### src/rtl/pc_sequencer_pkg.sv
// Shared types and defaults for the fetch-side PC sequencer.
package pc_seq_pkg;

  localparam int          ADDR_W_DEF   = 32;
  localparam logic [31:0] RESET_PC_DEF = 32'h0000_0000;
  localparam int          JUMP_FIELD_W = 26;

  typedef enum logic [1:0] {
    ST_IDLE    = 2'd0,
    ST_FETCH   = 2'd1,
    ST_DELIVER = 2'd2,
    ST_HALTED  = 2'd3
  } state_e;

endpackage

### src/rtl/pc_sequencer_if.sv
// Instruction-memory fetch port: level request with a one-cycle ack carrying the data.
interface pc_sequencer_if #(
  parameter int ADDR_W = 32
);
  logic              imem_req;
  logic [ADDR_W-1:0] imem_addr;
  logic              imem_ack;
  logic [31:0]       imem_data;

  modport master (output imem_req, imem_addr, input imem_ack, imem_data);
  modport slave  (input imem_req, imem_addr, output imem_ack, imem_data);
endinterface

### src/rtl/pc_sequencer_target_calc.sv
// Next fetch address for a consumed instruction: jump, taken branch or sequential.
module pc_target_calc
  import pc_seq_pkg::*;
#(
  parameter int ADDR_W = ADDR_W_DEF
) (
  input  logic [ADDR_W-1:0]       i_pc,
  input  logic                    i_branch,
  input  logic [15:0]             i_branch_off,
  input  logic                    i_jump,
  input  logic [JUMP_FIELD_W-1:0] i_jump_tgt,
  output logic [ADDR_W-1:0]       o_next_pc
);

  function automatic logic signed [ADDR_W-1:0] sext_off(input logic [15:0] off);
    return {{(ADDR_W-16){off[15]}}, off};
  endfunction

  logic [ADDR_W-1:0]        w_pc1;
  logic signed [ADDR_W-1:0] w_off_sext;

  assign w_pc1      = i_pc + ADDR_W'(1);
  assign w_off_sext = sext_off(i_branch_off);

  // Jump keeps the upper bits of pc+1, not of the jump's own PC.
  always_comb begin
    o_next_pc = w_pc1;
    if (i_jump) begin
      o_next_pc = {w_pc1[ADDR_W-1:JUMP_FIELD_W], i_jump_tgt};
    end else if (i_branch) begin
      o_next_pc = w_pc1 + $unsigned(w_off_sext);
    end
  end

endmodule

### src/rtl/pc_sequencer.sv
// Fetch controller: owns the PC, runs imem fetches and hands instructions to decode.
module pc_sequencer
  import pc_seq_pkg::*;
#(
  parameter int                ADDR_W   = ADDR_W_DEF,
  parameter logic [ADDR_W-1:0] RESET_PC = '0
) (
  input  logic                    clk,
  input  logic                    rst,
  input  logic                    stall_i,
  input  logic                    branch_i,
  input  logic [15:0]             branch_off_i,
  input  logic                    jump_i,
  input  logic [JUMP_FIELD_W-1:0] jump_tgt_i,
  input  logic                    halt_i,
  input  logic                    flush_i,
  input  logic [ADDR_W-1:0]       flush_pc_i,
  pc_sequencer_if.master          imem,
  output logic [31:0]             instr_o,
  output logic                    instr_valid_o,
  output logic [ADDR_W-1:0]       pc_o,
  output logic                    halted_o
);

  localparam logic [1:0] S_IDLE    = ST_IDLE;
  localparam logic [1:0] S_FETCH   = ST_FETCH;
  localparam logic [1:0] S_DELIVER = ST_DELIVER;
  localparam logic [1:0] S_HALTED  = ST_HALTED;

  logic [1:0]        r_state;
  logic [ADDR_W-1:0] r_fetch_pc;
  logic [ADDR_W-1:0] r_new_pc;
  logic              r_drop;
  logic [ADDR_W-1:0] r_pc;
  logic [31:0]       r_instr;
  logic              r_valid;
  logic [ADDR_W-1:0] w_next_pc;

  pc_target_calc #(.ADDR_W(ADDR_W)) u_target (
    .i_pc         (r_pc),
    .i_branch     (branch_i),
    .i_branch_off (branch_off_i),
    .i_jump       (jump_i),
    .i_jump_tgt   (jump_tgt_i),
    .o_next_pc    (w_next_pc)
  );

  assign imem.imem_req  = (r_state == S_FETCH);
  assign imem.imem_addr = r_fetch_pc;
  assign instr_o        = r_instr;
  assign instr_valid_o  = r_valid;
  assign pc_o           = r_pc;
  assign halted_o       = (r_state == S_HALTED);

  always_ff @(posedge clk) begin
    if (rst) begin
      r_state    <= S_IDLE;
      r_fetch_pc <= RESET_PC;
      r_new_pc   <= RESET_PC;
      r_drop     <= 1'b0;
      r_pc       <= RESET_PC;
      r_instr    <= 32'h0;
      r_valid    <= 1'b0;
    end else begin
      case (r_state)
        S_IDLE: begin
          r_state <= S_FETCH;
          if (flush_i) r_fetch_pc <= flush_pc_i;
        end
        // The address must stay stable while a request is outstanding, so a
        // flush without ack only marks the in-flight fetch for discard.
        S_FETCH: begin
          if (flush_i) begin
            if (imem.imem_ack) begin
              r_fetch_pc <= flush_pc_i;
              r_drop     <= 1'b0;
            end else begin
              r_drop   <= 1'b1;
              r_new_pc <= flush_pc_i;
            end
          end else if (imem.imem_ack) begin
            if (r_drop) begin
              r_drop     <= 1'b0;
              r_fetch_pc <= r_new_pc;
            end else begin
              r_instr <= imem.imem_data;
              r_pc    <= r_fetch_pc;
              r_valid <= 1'b1;
              r_state <= S_DELIVER;
            end
          end
        end
        S_DELIVER: begin
          if (flush_i) begin
            r_valid    <= 1'b0;
            r_fetch_pc <= flush_pc_i;
            r_state    <= S_FETCH;
          end else if (!stall_i) begin
            r_valid <= 1'b0;
            if (halt_i) begin
              r_state <= S_HALTED;
            end else begin
              r_fetch_pc <= w_next_pc;
              r_state    <= S_FETCH;
            end
          end
        end
        S_HALTED: begin
          if (flush_i) begin
            r_fetch_pc <= flush_pc_i;
            r_state    <= S_FETCH;
          end
        end
        default: r_state <= S_IDLE;
      endcase
    end
  end

endmodule

### src/flat_wrapper.sv
// flat-port wrapper written by rule: the top's interface ports become plain ports
module pc_sequencer_flat import pc_seq_pkg::*;
#(
  parameter int                ADDR_W   = ADDR_W_DEF,
  parameter logic [ADDR_W-1:0] RESET_PC = '0
)
  (clk, rst, stall_i, branch_i, branch_off_i, jump_i, jump_tgt_i, halt_i, flush_i, flush_pc_i, instr_o, instr_valid_o, pc_o, halted_o, imem_imem_req, imem_imem_addr, imem_imem_ack, imem_imem_data);
  pc_sequencer_if #(.ADDR_W(ADDR_W)) imem_i ();
  input  logic clk;
  input  logic rst;
  input  logic stall_i;
  input  logic branch_i;
  input  logic [15:0] branch_off_i;
  input  logic jump_i;
  input  logic [JUMP_FIELD_W-1:0] jump_tgt_i;
  input  logic halt_i;
  input  logic flush_i;
  input  logic [ADDR_W-1:0] flush_pc_i;
  output logic [31:0] instr_o;
  output logic instr_valid_o;
  output logic [ADDR_W-1:0] pc_o;
  output logic halted_o;
  output wire logic [$bits(imem_i.imem_req)-1:0] imem_imem_req;
  output wire logic [$bits(imem_i.imem_addr)-1:0] imem_imem_addr;
  input wire logic [$bits(imem_i.imem_ack)-1:0] imem_imem_ack;
  input wire logic [$bits(imem_i.imem_data)-1:0] imem_imem_data;
  assign imem_imem_req = imem_i.imem_req;
  assign imem_imem_addr = imem_i.imem_addr;
  assign imem_i.imem_ack = imem_imem_ack;
  assign imem_i.imem_data = imem_imem_data;
  pc_sequencer #(.ADDR_W(ADDR_W), .RESET_PC(RESET_PC)) u_core (.clk(clk), .rst(rst), .stall_i(stall_i), .branch_i(branch_i), .branch_off_i(branch_off_i), .jump_i(jump_i), .jump_tgt_i(jump_tgt_i), .halt_i(halt_i), .flush_i(flush_i), .flush_pc_i(flush_pc_i), .imem(imem_i), .instr_o(instr_o), .instr_valid_o(instr_valid_o), .pc_o(pc_o), .halted_o(halted_o));
endmodule
### config.mk
export PLATFORM = sky130hd
export DESIGN_NAME = pc_sequencer_flat
export DESIGN_NICKNAME = d
export VERILOG_FILES = /design/src/rtl/pc_sequencer_pkg.sv /design/src/rtl/pc_sequencer_if.sv /design/src/rtl/pc_sequencer_target_calc.sv /design/src/rtl/pc_sequencer.sv /design/src/flat_wrapper.sv
export SDC_FILE = /design/constraint.sdc
export NUM_CORES = 1
export LEC_CHECK = 0
export ABC_CLOCK_PERIOD_IN_PS = 4000
export CORE_UTILIZATION = 30
export CTS_CLUSTER_DIAMETER = 50
export DETAILED_ROUTE_END_ITERATION = 6
export PLACE_DENSITY = 0.5
export SLEW_MARGIN = 20
export SYNTH_ARGS = -nofsm -noshare
export SYNTH_HDL_FRONTEND = slang
export SYNTH_SLANG_ARGS = --single-unit
### constraint.sdc
create_clock -name clk -period 4 [get_ports clk]
set_input_delay 1 -clock clk [delete_from_list [all_inputs] [get_ports clk]]
set_output_delay 1 -clock clk [all_outputs]
set_load 0.02 [all_outputs]
* Yosys cells after proc, flatten, opt, wreduce, memory -nomap -nowiden *
Cells that the tools add are included.

storage, ports and cells
  bits in registers = 132
  logic and storage cells = 61
  input port bits = 114
  output and inout port bits = 99

operators by class
  add/sub/neg operators = 2
  bitwise logic cells = 3
  equality and inequality tests = 11
  mux-type cells = 28
  reduce and logical (&&, ||, !) cells = 10

operators by type and width
  cell                                                                     count
  32-bit 2-to-1 mux                                                        10
  32-bit case mux with 3 select lines                                      1
  32-bit by 1-bit adder with 32-bit output, second input constant          1
  32-bit adder                                                             1
  5-bit AND reduction                                                      3
  2-bit 2-to-1 mux                                                         7
  1-bit 2-to-1 mux                                                         8
  2-bit case mux with 4 select lines                                       1
  2-bit inequality test, second input constant                             3
  3-bit inequality test, second input constant                             2
  2-bit equality test, second input constant                               2
  2-bit by 1-bit inequality test with 1-bit output, second input constant  2
  4-bit AND reduction                                                      1
  2-bit nonzero test                                                       2
  3-bit by 2-bit inequality test with 1-bit output, second input constant  1
  1-bit inverter                                                           3
  3-bit AND reduction                                                      1
  2-bit by 1-bit equality test with 1-bit output, second input constant    1
  2-bit logical NOT                                                        1
  1-bit case mux with 2 select lines                                       1
  2-bit AND reduction                                                      1
  2-bit OR reduction                                                       1

* Depth between registers and ports, before layout *
Gate-level depths: netlist of the first run.

  depth after elaboration = 8
  gate-level depth with buffers = 16
  depth with buffers taken out = 15

* Hierarchy *
A second synthesis of the first run with hierarchy kept.

unflattened totals
  cells, all modules = 1130
  area, all modules = 8590.7 um2

modules (own cells, without submodules)
  module          area each (um2)  instances  cells an instance  seq. area each (um2)
  pc_sequencer    5549.1           1          679                2642.5
  pc_target_calc  3041.7           1          451                0.0

* Worst setup path before layout of the first run *
OpenSTA, ideal clock, no wires.

  kind = register to register
  from = register u_core.r_pc[0] (netlist: u_core.pc_o[0])
  to = register u_core.r_fetch_pc[31] (netlist: u_core.imem.imem_addr[31])
  period minus slack after synthesis = 3618 ps
  path buffers = 1
  setup slack = 382 ps
  stages on the path, launching flop included = 17
  setup time = 117 ps
  data required time = 3883 ps
  arrival = 3500 ps
  cells stage by stage = dfxtp_1 -> ha_1 -> and4_1 -> nand3_1 -> nor2_1 -> and3_1 -> xor2_1 -> ha_1 -> clkbuf_1 -> a211oi_1 -> o21ai_0 -> a41oi_1 -> o21ai_0 -> and2_1 -> a221oi_1 -> mux2i_1 -> nand2_1

on the way
  cells in the longest elaborated chain, start to end = 8

RTL lines
  what                                        line                            source
  start: declaration                          pc_sequencer.sv:34              logic [ADDR_W-1:0] r_pc;
  start signal: assignment                    pc_sequencer.sv:87              r_pc <= r_fetch_pc;
  32-bit by 1-bit adder with 32-bit output *  pc_sequencer_target_calc.sv:22  assign w_pc1 = i_pc + ADDR_W'(1);
  32-bit adder                                pc_sequencer_target_calc.sv:31  o_next_pc = w_pc1 + $unsigned(w_off_sext);
  32-bit 2-to-1 mux                           pc_sequencer_target_calc.sv:30  end else if (i_branch) begin
  32-bit 2-to-1 mux *                         pc_sequencer_target_calc.sv:28  if (i_jump) begin
  32-bit 2-to-1 mux *                         pc_sequencer.sv:100             if (halt_i) begin
  32-bit 2-to-1 mux *                         pc_sequencer.sv:98              end else if (!stall_i) begin
  32-bit 2-to-1 mux *                         pc_sequencer.sv:94              if (flush_i) begin
  32-bit case mux with 3 select lines *       pc_sequencer.sv:65              case (r_state)
  end signal: assignment                      pc_sequencer.sv:68              if (flush_i) r_fetch_pc <= flush_pc_i;
  end signal: assignment                      pc_sequencer.sv:96              r_fetch_pc <= flush_pc_i;
  end signal: assignment                      pc_sequencer.sv:103             r_fetch_pc <= w_next_pc;
  end: declaration                            pc_sequencer.sv:31              logic [ADDR_W-1:0] r_fetch_pc;

Mark *: on every way between the ends. The rest lies on a longest branch, timed or not. The select of a mux whose other input is x is not followed.
A chain may end at the register's enable or synchronous reset.

* Worst setup path in the final report of the first run *
  from = input port branch_off_i[0]
  to = register u_core.r_fetch_pc[22] (netlist: u_core.imem.imem_addr[22])

on the way
  cells in the longest elaborated chain, start to end = 7

RTL lines
  what                                 line                            source
  start: declaration                   flat_wrapper.sv:13              input logic [15:0] branch_off_i;
  32-bit adder                         pc_sequencer_target_calc.sv:31
  32-bit 2-to-1 mux                    pc_sequencer_target_calc.sv:30
  32-bit 2-to-1 mux                    pc_sequencer_target_calc.sv:28
  32-bit 2-to-1 mux                    pc_sequencer.sv:100
  32-bit 2-to-1 mux                    pc_sequencer.sv:98
  32-bit 2-to-1 mux                    pc_sequencer.sv:94
  32-bit case mux with 3 select lines  pc_sequencer.sv:65

No other way between the ends. The select of a mux whose other input is x is not followed.

==> results.py, run 1 <==
metrics = {
    "global_route": {
        "grt_pass1_vias": 8186,
        "grt_remaining_overflow": 0,
        "antenna_found_initial": 0,
        "grt_max_degree": 91,
        "grt.total_usage_pct": 22.3,
        "grt_pass1_wl_um": 48500,
    },
    "cells_and_area": {
        "final_common_cell": "nand2_1",
        "nFillCells": 2791,
        "fin_nets": 1511,
        "layout-drive-gt1-share_pct": 9.58,
        "layout_common_cells": "255 x nand2_1, 211 x clkdlybuf4s50_1, 141 x a21oi_1, 132 x dfxtp_1, 75 x buf_4",
        "area_growth_pct": 42.6,
        "multi_input_area_sq_um": 5300,
        "seq_area_sq_um": 2640,
        "antennaDiodeCount": 0,
    },
    "timing": {
        "holdWs_ps": 450,
        "rsz0062_at_grt": "no",
        "maxSlewHeadroom_pct": 31.8,
        "fin_skew_ps": 10.9,
        "max_freq_ghz": 0.267,
        "fin_ws_ps": 254,
        "post-route-min-period_ps": 3750,
        "worst_pin_slew_ps": 1020,
        "finalMaxSlewViolations": 0,
        "hold_violations": 0,
        "timing.final.crit_share_pct": 93.7,
        "setup_viol": 0,
    },
    "cts": {
        "cts_tree": "yes",
        "cts.sinks": 132,
        "insertion_delay_ps": 410,
        "cts_buffers": 17,
        "cts_root_buf": "clkbuf_16",
        "cts_htree_levels": 4,
        "ctsLongestPathBuffers": 2,
        "clkSlewWorstSetupHoldPaths_ps": 60,
        "ctsHoldBuffers": 0,
    },
    "routing": {
        "vias_per_cell": 5.19,
        "post_drt_wl_per_cell_um": 18.6,
        "dr.pass1.iters": 5,
        "drc": 0,
        "initialDrtViolationCount": 696,
        "dr_total_vias": 8862,
        "routed_wl_um": 31800,
        "ant_nets": 0,
    },
    "worst_setup_path": {
        "crit_required_ps": 4260,
        "crit_fanout": 4,
        "worst_setup_path_start_kind": "input port",
        "cp_data_arrival_time_ps": 4000,
        "rrSetupSlack_ps": 250,
        "critPathCaptureType": "register",
        "worst-setup-path-type": "in -> reg",
    },
    "floorplan": {
        "pin_count": 213,
        "start_util_pct": 30.6,
        "rows": 60,
        "die_h_um": 168,
        "core_sq_um": 27000,
        "die_w_um": 168,
        "die_area_sq_um": 28100,
    },
    "place": {
        "dp_slack_ps": -182,
        "gp_congestion": 0.927,
        "hpwl_um": 24000,
        "io_buffers": 212,
    },
    "synth": {
        "yosys_most_used_dff": "dfxtp_1",
        "synth_cell_types": 76,
        "syn-num-nets": 1273,
        "async_reset_ff_share_pct": 0,
        "synth-seq-cells": 132,
        "ys_seq_area_share_pct": 32.1,
        "yosys_warnings": 0,
        "synth-edff-count": 0,
        "syn_avg_cell_area_sq_um": 7.38,
        "syn_inst": 1116,
        "synth_area_sq_um": 8230,
    },
    "power": {
        "ir_drop_mv": 0.296,
        "p_per_area_nw_per_um2": 378,
        "p_leak_uw": 0.00453,
    },
    "outcome": {
        "status": "completed",
    },
    "min_path": {
        "hp-class": "reg -> reg",
    },
    "run": {
        "cap_violations": 0,
    },
}
cells by family after synthesis:
kind of cell	count (synthesis)	share of synthesized area (%)
DFF	132	32.1
buffers and inverters	95	4.36
xor gates and xnor gates	46	4.98
and+or+nand+nor	436	23.4
muxes	12	1.46
AOI/OAI and AO/OA	352	27.1
adders and majority gates	43	6.63
critical path, cell delays in order:
cell and delay (ps):
clkdlybuf4s50_1 470, ha_1 170, inv_1 60, fa_1 370, and2b_1 220, o2111ai_1 140, a31o_2 290, o21ai_0 310
a31oi_2 240, xnor2_1 170, a2111oi_0 420, o32ai_1 150
final timing paths:
check | start | endpoint | cells after the start
min | u_core.instr_o[18] | u_core.instr_o[18] | 2
max | branch_off_i[0] | u_core.imem.imem_addr[22] | 12
min reg2reg | u_core.instr_o[18] | u_core.instr_o[18] | 2
max reg2reg | u_core.pc_o[0] | u_core.imem.imem_addr[31] | 16
layout make-up:
| type | instances | share of cell area, % |
|---|---|---|
| multi-input cells | 889 | 45.1 |
| repair buffers | 287 | 23.0 |
| flip-flops and latches | 132 | 22.5 |
| clock buffers | 20 | 3.80 |
| well taps | 341 | 3.63 |
| clock inverters | 12 | 1.13 |
| inverters | 27 | 0.863 |
synthesized netlist by cell type, drive strengths merged (4+ instances only):
master	n	share of area, %
a2111oi	4	0.44
a211oi	22	2.1
a21o	19	1.7
a21oi	143	8.8
a222oi	4	0.49
a22oi	21	1.9
a311oi	10	1.1
a31oi	11	0.84
and2	4	0.30
and3	7	0.53
and4	8	0.88
buf	10	0.49
clkbuf	58	2.6
dfxtp	132	32
ha	42	6.4
inv	27	1.2
mux2i	12	1.5
nand2	255	12
nand2b	6	0.46
nand3	29	1.8
nand4	6	0.71
nor2	75	3.4
nor2b	7	0.53
nor3	19	1.4
nor4	4	0.30
o211ai	11	1.0
o21a	7	0.64
o21ai	50	3.0
o21bai	9	0.82
o311ai	4	0.43
o31ai	6	0.55
xnor2	27	2.9
xor2	19	2.1
power by group:
group	internal (uW)	total, uW	switching (uW)
sequential	1440	1550	113
combinational	580	1360	778
clock	934	1530	599
total	2950	4440	1490
sequential cells by signal (all words and copies together), names as in the netlist:
signal,cells
u_core.instr_valid_o,1
u_core.pc_o,32
u_core.instr_o,32
u_core.imem.imem_addr,32
u_core.r_state,2
u_core.r_drop,1
u_core.r_new_pc,32
layer usage:
layer | track usage [%] | share of wire, % | up-vias
met5 | 0 | 0 | -
met4 | 4.11 | 0.56 | 0
li1 | - | - | 4446
met3 | 5.06 | 7.0 | 11
met1 | 32.5 | 49 | 4128
met2 | 33.3 | 43 | 277
timing repair:
action,4_1_cts,5_1_grt
gates resized for setup,0,11
buffers inserted,0,2
endpoints found under the setup margin,0,5
per-stage QoR:
stage	area, sq um	total power (uW)	cells	utilization [%]	setup TNS, ps
global route	11700	4660	1708	43.6	0
global placement	11100	2930	1674	41.2	-102
CTS	11700	4480	1706	43.3	0
detailed placement	11100	2930	1674	41.2	-205
finish	11700	4440	1708	43.6	0
floorplan	8230	2290	1116	-	0
Power figures use the tool's default switching activity.
==> run 2, diff against run 1 <==
Settings changed: GPL_ROUTABILITY_DRIVEN set to 0.
==> run 2 against run 1 <==
  * The run now ends with design-rule violations left
  * Maximum frequency shrank 0.50%
  * Cell area grew 1.0%
  * Global-route usage shrank 0.095 points
  * Combinational power is essentially flat
  * First-iteration DRC count grew 8.0%
  * Clock power grew 14%
  * Clock-buffer cell count is the same
  * Worst hold slack gained 0.56 ps
  * Sequential cell count is the same
  * Sequential share of layout area shrank 0.22 points
  * Cell count grew 0.18%
  * Critical path type is now reg -> reg
  * Largest power group is now clock
==> results.py, run 2 (synthesis results as in run 1) <==
metrics = {
    "timing": {
        "hold_violations": 0,
        "max_freq_ghz": 0.266,
        "setup_viol": 0,
        "timing.final.crit_share_pct": 94.1,
        "fin_ws_ps": 235,
        "worst_pin_slew_ps": 1030,
        "post-route-min-period_ps": 3760,
        "fin_skew_ps": 8.32,
        "maxSlewHeadroom_pct": 31.3,
        "finalMaxSlewViolations": 0,
    },
    "power": {
        "p_seq_share_pct": 33.3,
        "p_sw_share_pct": 32.2,
        "p_leak_uw": 0.00460,
        "clockPowerShare_pct": 37.6,
        "p_sw_uw": 1500,
        "power_frac_comb_pct": 29.1,
        "internal_power_uw": 3160,
        "p_per_area_nw_per_um2": 393,
        "ir_drop_mv": 0.342,
    },
    "cells_and_area": {
        "area_growth_pct": 44.0,
        "fin_nets": 1514,
        "final_common_cell": "nand2_1",
        "layout-drive-gt1-share_pct": 10.0,
        "layout_common_cells": "255 x nand2_1, 211 x clkdlybuf4s50_1, 141 x a21oi_1, 132 x dfxtp_1, 79 x buf_4",
        "nFillCells": 2759,
        "fin_area_sq_um": 11900,
        "antennaDiodeCount": 0,
    },
    "routing": {
        "initialDrtViolationCount": 752,
        "ant_nets": 0,
        "dr.pass1.iters": 7,
        "routed_wl_um": 31500,
        "vias_per_cell": 5.16,
        "drc": 14,
        "post_drt_wl_per_cell_um": 18.4,
        "dr_total_vias": 8834,
    },
    "worst_setup_path": {
        "crit_fanout": 5,
        "cp_data_arrival_time_ps": 4070,
        "worst_setup_path_start_kind": "register",
        "rrSetupSlack_ps": 240,
        "critPathCaptureType": "register",
        "worst-setup-path-type": "reg -> reg",
        "crit_required_ps": 4300,
    },
    "floorplan": {
        "die_area_sq_um": 28100,
        "core_sq_um": 27000,
        "pin_count": 213,
        "die_h_um": 168,
        "start_util_pct": 30.6,
        "rows": 60,
        "die_w_um": 168,
    },
    "cts": {
        "clkSlewWorstSetupHoldPaths_ps": 60,
        "insertion_delay_ps": 420,
        "cts_htree_levels": 4,
        "cts.sinks": 132,
        "ctsHoldBuffers": 0,
        "cts_buffers": 17,
        "cts_root_buf": "clkbuf_16",
        "ctsLongestPathBuffers": 2,
        "cts_tree": "yes",
    },
    "run": {
        "cap_violations": 0,
    },
    "global_route": {
        "grt_pass1_wl_um": 48400,
        "grt.total_usage_pct": 22.2,
        "antenna_found_initial": 2,
        "grt_max_degree": 90,
        "grt_pass1_vias": 8233,
        "grt_remaining_overflow": 0,
    },
    "place": {
        "dp_slack_ps": -147,
        "io_buffers": 212,
        "placed_cell_area_sq_um": 11100,
        "hpwl_um": 23900,
    },
    "min_path": {
        "hp-class": "reg -> reg",
    },
    "outcome": {
        "violations": "design-rule violations",
        "status": "finished, violations left",
    },
}
==> run 2: changes by cell type in the layout (fill, tap and decap cells not counted), sizes merged <==
cell | before | now
clkinv | 7 | 2
inv | 27 | 29
bufinv | 2 | 5
buf | 76 | 79
==> run 2: layout make-up <==
cell class              instances  area, sq um  share of cell area (%)
well taps                     341          427                    3.60
clock buffers                  20          457                    3.85
flip-flops and latches        132         2640                    22.3
repair buffers                290         2710                    22.8
clock inverters                12          200                    1.69
multi-input cells             889         5330                    44.9
inverters                      27          101                   0.855
==> run 2: worst paths after layout <==
kind                      startpoint                         to  depth (start not counted)
setup reg to reg      u_core.pc_o[1]  u_core.imem.imem_addr[31]                         15
hold / removal    u_core.instr_o[18]         u_core.instr_o[18]                          2
setup / recovery      u_core.pc_o[1]  u_core.imem.imem_addr[31]                         15
hold reg to reg   u_core.instr_o[18]         u_core.instr_o[18]                          2
==> run 2: routing by layer <==
metal  track usage, %  share of wire [%]  vias up  wire, um
li1                 -                  -     4459         -
met1             31.7                 48     4070     15200
met2             33.1                 43      269     13600
met3             5.79                7.0       32      2200
met4             4.87                1.4        4       433
met5                0              0.095        -        30
==> run 2: power groups by stage <==
stage / clock network, uW / logic [uW] / registers [uW]
floorplan: 0 / 619 / 1670
global placement: 0 / 1350 / 1580
detailed placement: 0 / 1350 / 1580
CTS: 1780 / 1350 / 1550
global route: 1840 / 1470 / 1560
finish: 1750 / 1350 / 1550
==> run 2: critical path, stage by stage (launching register included) <==
cell	delay (ps)
dfxtp_1	350
buf_4	130
and4_1	220
nand4_2	180
buf_4	200
nor3_1	210
xor2_1	380
ha_1	350
a21o_1	190
a21oi_1	220
o22ai_1	180
or2_2	330
a221oi_1	300
buf_4	170
mux2i_1	170
nand2_1	70
==> run 2: per-stage QoR <==
stage | instances | hold WS (ps) | TNS (ps) | power, uW | utilization, %
floorplan | 1116 | 436 | 0 | 2290 | -
global placement | 1675 | 440 | -77.7 | 2930 | 41.2
detailed placement | 1675 | 446 | -165 | 2930 | 41.2
CTS | 1707 | 454 | 0 | 4690 | 43.6
global route | 1711 | 469 | -31.9 | 4880 | 44.0
finish | 1711 | 451 | 0 | 4660 | 44.0
==> run 2: what timing repair did <==
item,CTS,global route
endpoints found under the setup margin,0,6
hold endpoints to repair,0,0
resized for setup,0,14
setup buffers,0,4
